### src/rtl/pipe_ctrl_pkg.sv
// Shared encodings for the RV32 pipeline hazard/control unit.
package pipe_ctrl_pkg;

    localparam logic [1:0] FWD_RF  = 2'b00;
    localparam logic [1:0] FWD_WB  = 2'b01;
    localparam logic [1:0] FWD_MEM = 2'b10;

    typedef enum logic [0:0] {
        IDLE = 1'b0,
        WAIT = 1'b1
    } pipe_state_e;

endpackage

### src/rtl/sat_counter.sv
// Event counter that sticks at all-ones instead of wrapping; clear beats increment.
module sat_counter #(
    parameter int CNT_W = 32
) (
    input  logic             clk,
    input  logic             rst,
    input  logic             clr,
    input  logic             inc,
    output logic [CNT_W-1:0] q
);

    localparam logic [CNT_W-1:0] CNT_MAX = {CNT_W{1'b1}};

    logic [CNT_W-1:0] q_r;

    // Count register: reset, clear, saturating increment.
    always_ff @(posedge clk) begin
        if (rst) begin
            q_r <= {CNT_W{1'b0}};
        end else if (clr) begin
            q_r <= {CNT_W{1'b0}};
        end else if (inc && (q_r != CNT_MAX)) begin
            q_r <= q_r + {{(CNT_W-1){1'b0}}, 1'b1};
        end else begin
            q_r <= q_r;
        end
    end

    assign q = q_r;

endmodule

### src/rtl/pipe_hazard_ctrl.sv
// Hazard/control unit for the 5-stage RV32 pipeline: forwarding, load-use stall,
// branch flush, dmem wait freeze with timeout, and saturating perf counters.
module pipe_hazard_ctrl
    import pipe_ctrl_pkg::*;
#(
    parameter int REG_AW      = 5,
    parameter int CNT_W       = 32,
    parameter int MEM_TIMEOUT = 16
) (
    input  logic              clk,
    input  logic              rst,
    input  logic [REG_AW-1:0] rs1_d,
    input  logic [REG_AW-1:0] rs2_d,
    input  logic [REG_AW-1:0] rs1_e,
    input  logic [REG_AW-1:0] rs2_e,
    input  logic [REG_AW-1:0] rd_e,
    input  logic              load_e,
    input  logic              pc_src_e,
    input  logic [REG_AW-1:0] rd_m,
    input  logic              reg_write_m,
    input  logic              mem_access_m,
    input  logic              dmem_ready,
    input  logic [REG_AW-1:0] rd_w,
    input  logic              reg_write_w,
    input  logic              cnt_clr,
    output logic [1:0]        forward_a_e,
    output logic [1:0]        forward_b_e,
    output logic              stall_f,
    output logic              stall_d,
    output logic              stall_e,
    output logic              stall_m,
    output logic              flush_d,
    output logic              flush_e,
    output logic              flush_w,
    output logic              mem_timeout,
    output logic [CNT_W-1:0]  stall_cnt,
    output logic [CNT_W-1:0]  flush_cnt,
    output logic [CNT_W-1:0]  lu_cnt
);

    localparam int TO_W = $clog2(MEM_TIMEOUT + 1);
    localparam logic [REG_AW-1:0] REG_X0   = {REG_AW{1'b0}};
    localparam logic [TO_W-1:0]   TO_LIMIT = TO_W'(MEM_TIMEOUT);

    pipe_state_e     state_r, state_nxt_s;
    logic [TO_W-1:0] wait_cnt_r, wait_cnt_nxt_s;
    logic            mem_timeout_r, timeout_set_s;

    logic       lu_s, to_hit_s, mem_stall_s;
    logic [1:0] fwd_a_s, fwd_b_s;
    logic       stall_f_s, stall_d_s, stall_e_s, stall_m_s;
    logic       flush_d_s, flush_e_s, flush_w_s;
    logic       flush_inc_s, lu_inc_s;

    // wait_cnt_r holds the number of cycles already stalled on the current access,
    // so the release lands after exactly MEM_TIMEOUT frozen cycles.
    assign to_hit_s    = (state_r == WAIT) && (wait_cnt_r == TO_LIMIT);
    assign mem_stall_s = mem_access_m && !dmem_ready && !to_hit_s;
    assign lu_s        = load_e && (rd_e != REG_X0) && ((rd_e == rs1_d) || (rd_e == rs2_d));

    // Operand forwarding selects, M stage preferred over W.
    always_comb begin
        fwd_a_s = FWD_RF;
        fwd_b_s = FWD_RF;
        if (rst) begin
            fwd_a_s = FWD_RF;
            fwd_b_s = FWD_RF;
        end else begin
            if (reg_write_m && (rd_m != REG_X0) && (rd_m == rs1_e)) begin
                fwd_a_s = FWD_MEM;
            end else if (reg_write_w && (rd_w != REG_X0) && (rd_w == rs1_e)) begin
                fwd_a_s = FWD_WB;
            end else begin
                fwd_a_s = FWD_RF;
            end
            if (reg_write_m && (rd_m != REG_X0) && (rd_m == rs2_e)) begin
                fwd_b_s = FWD_MEM;
            end else if (reg_write_w && (rd_w != REG_X0) && (rd_w == rs2_e)) begin
                fwd_b_s = FWD_WB;
            end else begin
                fwd_b_s = FWD_RF;
            end
        end
    end

    // Stall/flush priority: memory freeze, then redirect, then load-use.
    always_comb begin
        stall_f_s   = 1'b0;
        stall_d_s   = 1'b0;
        stall_e_s   = 1'b0;
        stall_m_s   = 1'b0;
        flush_d_s   = 1'b0;
        flush_e_s   = 1'b0;
        flush_w_s   = 1'b0;
        flush_inc_s = 1'b0;
        lu_inc_s    = 1'b0;
        if (rst) begin
            stall_f_s = 1'b0;
        end else if (mem_stall_s) begin
            stall_f_s = 1'b1;
            stall_d_s = 1'b1;
            stall_e_s = 1'b1;
            stall_m_s = 1'b1;
            flush_w_s = 1'b1;
        end else if (pc_src_e) begin
            flush_d_s   = 1'b1;
            flush_e_s   = 1'b1;
            flush_inc_s = 1'b1;
        end else if (lu_s) begin
            stall_f_s = 1'b1;
            stall_d_s = 1'b1;
            flush_e_s = 1'b1;
            lu_inc_s  = 1'b1;
        end else begin
            stall_f_s = 1'b0;
        end
    end

    // Memory-wait FSM next state; leaving WAIT through the limit raises the sticky flag.
    always_comb begin
        state_nxt_s    = state_r;
        wait_cnt_nxt_s = wait_cnt_r;
        timeout_set_s  = 1'b0;
        case (state_r)
            IDLE: begin
                if (mem_stall_s) begin
                    state_nxt_s    = WAIT;
                    wait_cnt_nxt_s = {{(TO_W-1){1'b0}}, 1'b1};
                end else begin
                    state_nxt_s    = IDLE;
                    wait_cnt_nxt_s = {TO_W{1'b0}};
                end
            end
            WAIT: begin
                if (mem_stall_s) begin
                    state_nxt_s    = WAIT;
                    wait_cnt_nxt_s = wait_cnt_r + {{(TO_W-1){1'b0}}, 1'b1};
                end else begin
                    state_nxt_s    = IDLE;
                    wait_cnt_nxt_s = {TO_W{1'b0}};
                    timeout_set_s  = to_hit_s;
                end
            end
            default: begin
                state_nxt_s    = IDLE;
                wait_cnt_nxt_s = {TO_W{1'b0}};
            end
        endcase
    end

    // FSM, wait counter and sticky timeout registers.
    always_ff @(posedge clk) begin
        if (rst) begin
            state_r       <= IDLE;
            wait_cnt_r    <= {TO_W{1'b0}};
            mem_timeout_r <= 1'b0;
        end else begin
            state_r       <= state_nxt_s;
            wait_cnt_r    <= wait_cnt_nxt_s;
            mem_timeout_r <= mem_timeout_r | timeout_set_s;
        end
    end

    sat_counter #(.CNT_W(CNT_W)) u_stall_cnt (
        .clk (clk), .rst (rst), .clr (cnt_clr), .inc (stall_f_s), .q (stall_cnt)
    );

    sat_counter #(.CNT_W(CNT_W)) u_flush_cnt (
        .clk (clk), .rst (rst), .clr (cnt_clr), .inc (flush_inc_s), .q (flush_cnt)
    );

    sat_counter #(.CNT_W(CNT_W)) u_lu_cnt (
        .clk (clk), .rst (rst), .clr (cnt_clr), .inc (lu_inc_s), .q (lu_cnt)
    );

    assign forward_a_e = fwd_a_s;
    assign forward_b_e = fwd_b_s;
    assign stall_f     = stall_f_s;
    assign stall_d     = stall_d_s;
    assign stall_e     = stall_e_s;
    assign stall_m     = stall_m_s;
    assign flush_d     = flush_d_s;
    assign flush_e     = flush_e_s;
    assign flush_w     = flush_w_s;
    assign mem_timeout = mem_timeout_r;

endmodule

### config.mk
export PLATFORM = sky130hd
export DESIGN_NAME = pipe_hazard_ctrl
export DESIGN_NICKNAME = d
export VERILOG_FILES = /design/src/rtl/pipe_ctrl_pkg.sv /design/src/rtl/sat_counter.sv /design/src/rtl/pipe_hazard_ctrl.sv
export SDC_FILE = /design/constraint.sdc
export NUM_CORES = 1
export LEC_CHECK = 0
export BUFFER_PORTS_ARGS = -buffer_cell sky130_fd_sc_hd__buf_2
export CELL_PAD_IN_SITES_DETAIL_PLACEMENT = 0
export CELL_PAD_IN_SITES_GLOBAL_PLACEMENT = 1
export CORE_MARGIN = 2
export CORE_UTILIZATION = 35
export DETAILED_ROUTE_END_ITERATION = 6
export GPL_ROUTABILITY_DRIVEN = 0
export PLACE_DENSITY = 0.85
export SYNTH_ARGS = -nofsm -noshare
export SYNTH_HDL_FRONTEND = slang
export SYNTH_SLANG_ARGS = --single-unit
### constraint.sdc
create_clock -name clk -period 3.1 [get_ports clk]
set_clock_uncertainty 0.2 [all_clocks]
set_input_delay 0.62 -clock clk [delete_from_list [all_inputs] [get_ports clk]]
set_output_delay 0.62 -clock clk [all_outputs]
set_load 0.03 [all_outputs]
==> impl_table.tex <==
\begin{tabular}{lr}
\hline
Metric & Value \\
\hline
\multicolumn{2}{l}{\textbf{Status}} \\
Outcome & complete, no violations \\
\multicolumn{2}{l}{\textbf{Timing}} \\
Worst-margin pin slew & 0.668 ns \\
Max-slew violation count & 0 \\
Final worst path period share & 95.1\% \\
RSZ-0062 raised after global routing & no \\
Setup TNS & 0 ns \\
Relative slew slack & 55.5\% \\
Number of hold-slack violations in the final timing report & 0 \\
Final min period & 2.95 ns \\
Setup WS post-layout & 0.152 ns \\
Fmax & 0.339 GHz \\
Count of final setup violators & 0 \\
\multicolumn{2}{l}{\textbf{Place}} \\
Post-detail-place hpwl & 11.2 mm \\
Dpl cell area & 0.00669 sq mm \\
Worst-case setup slack after placement & 0.128 ns \\
Inst Count DP & 1046 \\
PortBufs & 151 \\
\multicolumn{2}{l}{\textbf{Worst setup path}} \\
Setup slack of the worst register-to-register path & 0.41 ns \\
Worst setup SP type & input pin \\
Crit-path slowest cell & or4\_1 \\
Most common cell on crit path & buf\_2 \\
Setup crit start & rd\_e[1] \\
Crit Reg-Reg Endpoint & u\_lu\_cnt.q[26] \\
Category of cells accounting for the largest share of critical-path delay & simple AND/OR/NAND/NOR gates \\
Critical setup path kind & in -> out \\
Worst endpoint data arrival time & 2.13 ns \\
Buf+Inv Stages, Crit Path & 3 \\
Largest fanout of any net on the critical path & 5 \\
Worst reg-to-reg path cell count & 8 \\
Chain of cells forming the critical path & buf\_2 -> or4\_1 -> o21a\_1 -> nor3b\_2 -> a21oi\_4 -> inv\_1 -> buf\_2 \\
Startpoint of the most critical register-to-register path & wait\_cnt\_r[0] \\
Crit path required time & 2.28 ns \\
Largest stage delay on the critical path & 0.53 ns \\
Endpoint kind of the worst setup timing path & primary output \\
\multicolumn{2}{l}{\textbf{Detailed routing}} \\
1st-pass router iterations & 4 \\
Overall routed net length & 15.5 mm \\
Total via count after detailed routing & 5721 \\
DR iter-0 viols & 379 \\
Average wire per standard cell & 14.6 um \\
Post-detailed-route DRC marker count & 0 \\
Detailed-route vias per instance & 5.39 \\
Detail Route Antenna Nets & 0 \\
\multicolumn{2}{l}{\textbf{Die}} \\
Floorplan die area & 0.0170 sq mm \\
Initial standard-cell utilization of the core & 35.5\% \\
Die X-Extent & 131 um \\
Row count & 46 \\
Standard cell core area & 0.0158 sq mm \\
Y dimension of the die & 131 um \\
I/O pin count & 152 \\
\multicolumn{2}{l}{\textbf{Logic synthesis}} \\
Post-synthesis register bit count & 103 \\
Leading cell type by number of instances after synthesis & dfxtp\_1 \\
EDFF count, synth & 0 \\
Synthesized Nets & 742 \\
Netlist area before placement & 0.00561 sq mm \\
Cell type with the largest total area after synthesis & dfxtp\_1 \\
Largest cells by area after synthesis & dfxtp\_1 (37\%), xnor2\_1 (7.5\%), a21oi\_1 (5.1\%) \\
Ys async rst share & 0\% \\
Post-synth top area share & 36.8\% \\
Synth Warn \# & 0 \\
Number of instances in the synthesized netlist & 693 \\
Unique cell type count in the Yosys netlist & 53 \\
Top cells by count, synth & dfxtp\_1 (103), a21oi\_1 (57), nand2\_1 (52) \\
Most frequently used flop master after synthesis & dfxtp\_1 \\
Sequential area share after synthesis & 36.8\% \\
Syn Area/Cell & 8.09 sq um \\
\multicolumn{2}{l}{\textbf{Global routing}} \\
Met1 usage in global routing & 25.2\% \\
Busiest layer in global routing & met2 \\
Fraction of met3 tracks used by global routing & 3.01\% \\
Remaining global-route overflow & 0 \\
Wire length of the first global-routing pass & 25.1 mm \\
Via count of the first global-routing pass & 4925 \\
Maximum number of pins on one net before global-route repair & 58 \\
Initial antenna violation count & 0 \\
Met2 global-route usage & 28.2\% \\
Global-route usage over all layers & 18.2\% \\
\multicolumn{2}{l}{\textbf{Finish}} \\
Net total in the final layout & 890 \\
Post-route cell area & 0.00701 sq mm \\
Fraction of layout instances using a drive strength above 1 & 24.2\% \\
Filler-free cell count of the finished design & 1062 \\
Area growth from synthesis to layout & 25.1\% \\
Antenna diodes & 0 \\
\multicolumn{2}{l}{\textbf{Hold path}} \\
Hold Crit Start & u\_stall\_cnt.q[31] \\
WHS Path Cells & 2 \\
Hold Crit Endpoint & u\_stall\_cnt.q[31] \\
HP Class & reg -> reg \\
\multicolumn{2}{l}{\textbf{Clock network}} \\
Post-CTS Setup Repair Bufs & 0 \\
Insertion delay of the later-clocked pin in the worst-skew pair & 0.36 ns \\
TritonCTS clock tree & built \\
Hold-fix buffers, CTS & 0 \\
Clock Pin Slew Worst Setup and Hold Paths & 0.07 ns \\
Largest buffer count on any clock path & 2 \\
Post-cts gate resize count & 0 \\
Clock tree root buffer cell & clkbuf\_16 \\
Inserted Clock Buffers & 9 \\
Number of sinks driven by the clock tree & 103 \\
H-tree depth & 3 \\
\multicolumn{2}{l}{\textbf{Power and ir drop}} \\
Worst voltage drop across the vdd grid & 0.250 mV \\
LEAKAGE & 0.00251 uW \\
Final total power & 2770 uW \\
Power density over the cells & 396 mW/mm\^{}2 \\
\multicolumn{2}{l}{\textbf{Run}} \\
Number of maximum-capacitance violations & 0 \\
\hline
\end{tabular}
[metal layers]
metal	vias to the layer above	wire length [um]	part of all wire, %
met4	0	270	1.7
met5	-	0	0
li1	2874	-	-
met1	2686	7420	48
met3	15	760	4.9
met2	146	7080	46
[where the power goes]
part	internal, uW	switching [uW]
clock network	731	531
logic	74.4	112
registers	1320	2.10
total	2130	645
[placed cells by master, fill, tap and decap left out, drive strengths merged, types with 30 or more instances in the layout]
master  instances
or4            30
xnor2          48
o21ai          31
a21oi          57
buf           175
nand3          49
or3            37
dfxtp         103
nand2          52
nor2           48
[area by class of cell]
type / count / area [sq um]
Sequential cell: 103 / 2060
Tap cell: 216 / 270
Clock inverter: 5 / 81.3
Multi-Input combinational cell: 539 / 3350
Clock buffer: 11 / 243
Timing Repair Buffer: 175 / 961
Fill cell: 1614 / 8760
Inverter: 13 / 48.8
[registers in the layout (all words and copies together) (netlist names)]
signal,cells
u_flush_cnt.q,32
u_lu_cnt.q,32
u_stall_cnt.q,32
wait_cnt_r,5
mem_timeout,1
state_r,1
[through the flow]
stage                     hold slack (ns)  utilization [%]
final                               0.292             44.5
after global routing                0.311             44.5
after CTS                           0.290             44.5
after detailed placement            0.278             42.4
after global placement              0.266             42.4
after floorplan                     0.248                -
[kinds of logic (layout without fill, tap and decap cells)]
kind of cell	after synthesis	count (layout)	synth area share, %
adder cells (fa/ha/maj)	5	5	1.12
flip-flops	103	103	36.8
XOR/XNOR	62	62	9.69
AO/OA/AOI/OAI	128	128	13.4
AND/OR/NAND/NOR	337	337	33.6
buffers and inverters	51	204	4.11
multiplexers	7	7	1.25
[worst register-to-register path: cells and delay by family (launching register included)]
family	cells	cell delay (ns)
and+or+nand+nor	4	1.51
AOI/OAI and AO/OA	2	0.36
DFF	1	0.35
adders and majority gates	1	0.13
buffers and inverters	1	0.07
[worst max-delay path by stage]
stage / slack (ns) / cells after the start / endpoint
global placement: 0.14 / 7 / stall_d
finish: 0.15 / 7 / stall_d
global route: 0.08 / 7 / forward_b_e[0]
floorplan: -0.15 / 8 / stall_f
CTS: 0.12 / 7 / stall_d
detailed placement: 0.13 / 7 / stall_f
No activity file was read; power rests on OpenSTA's default activity.
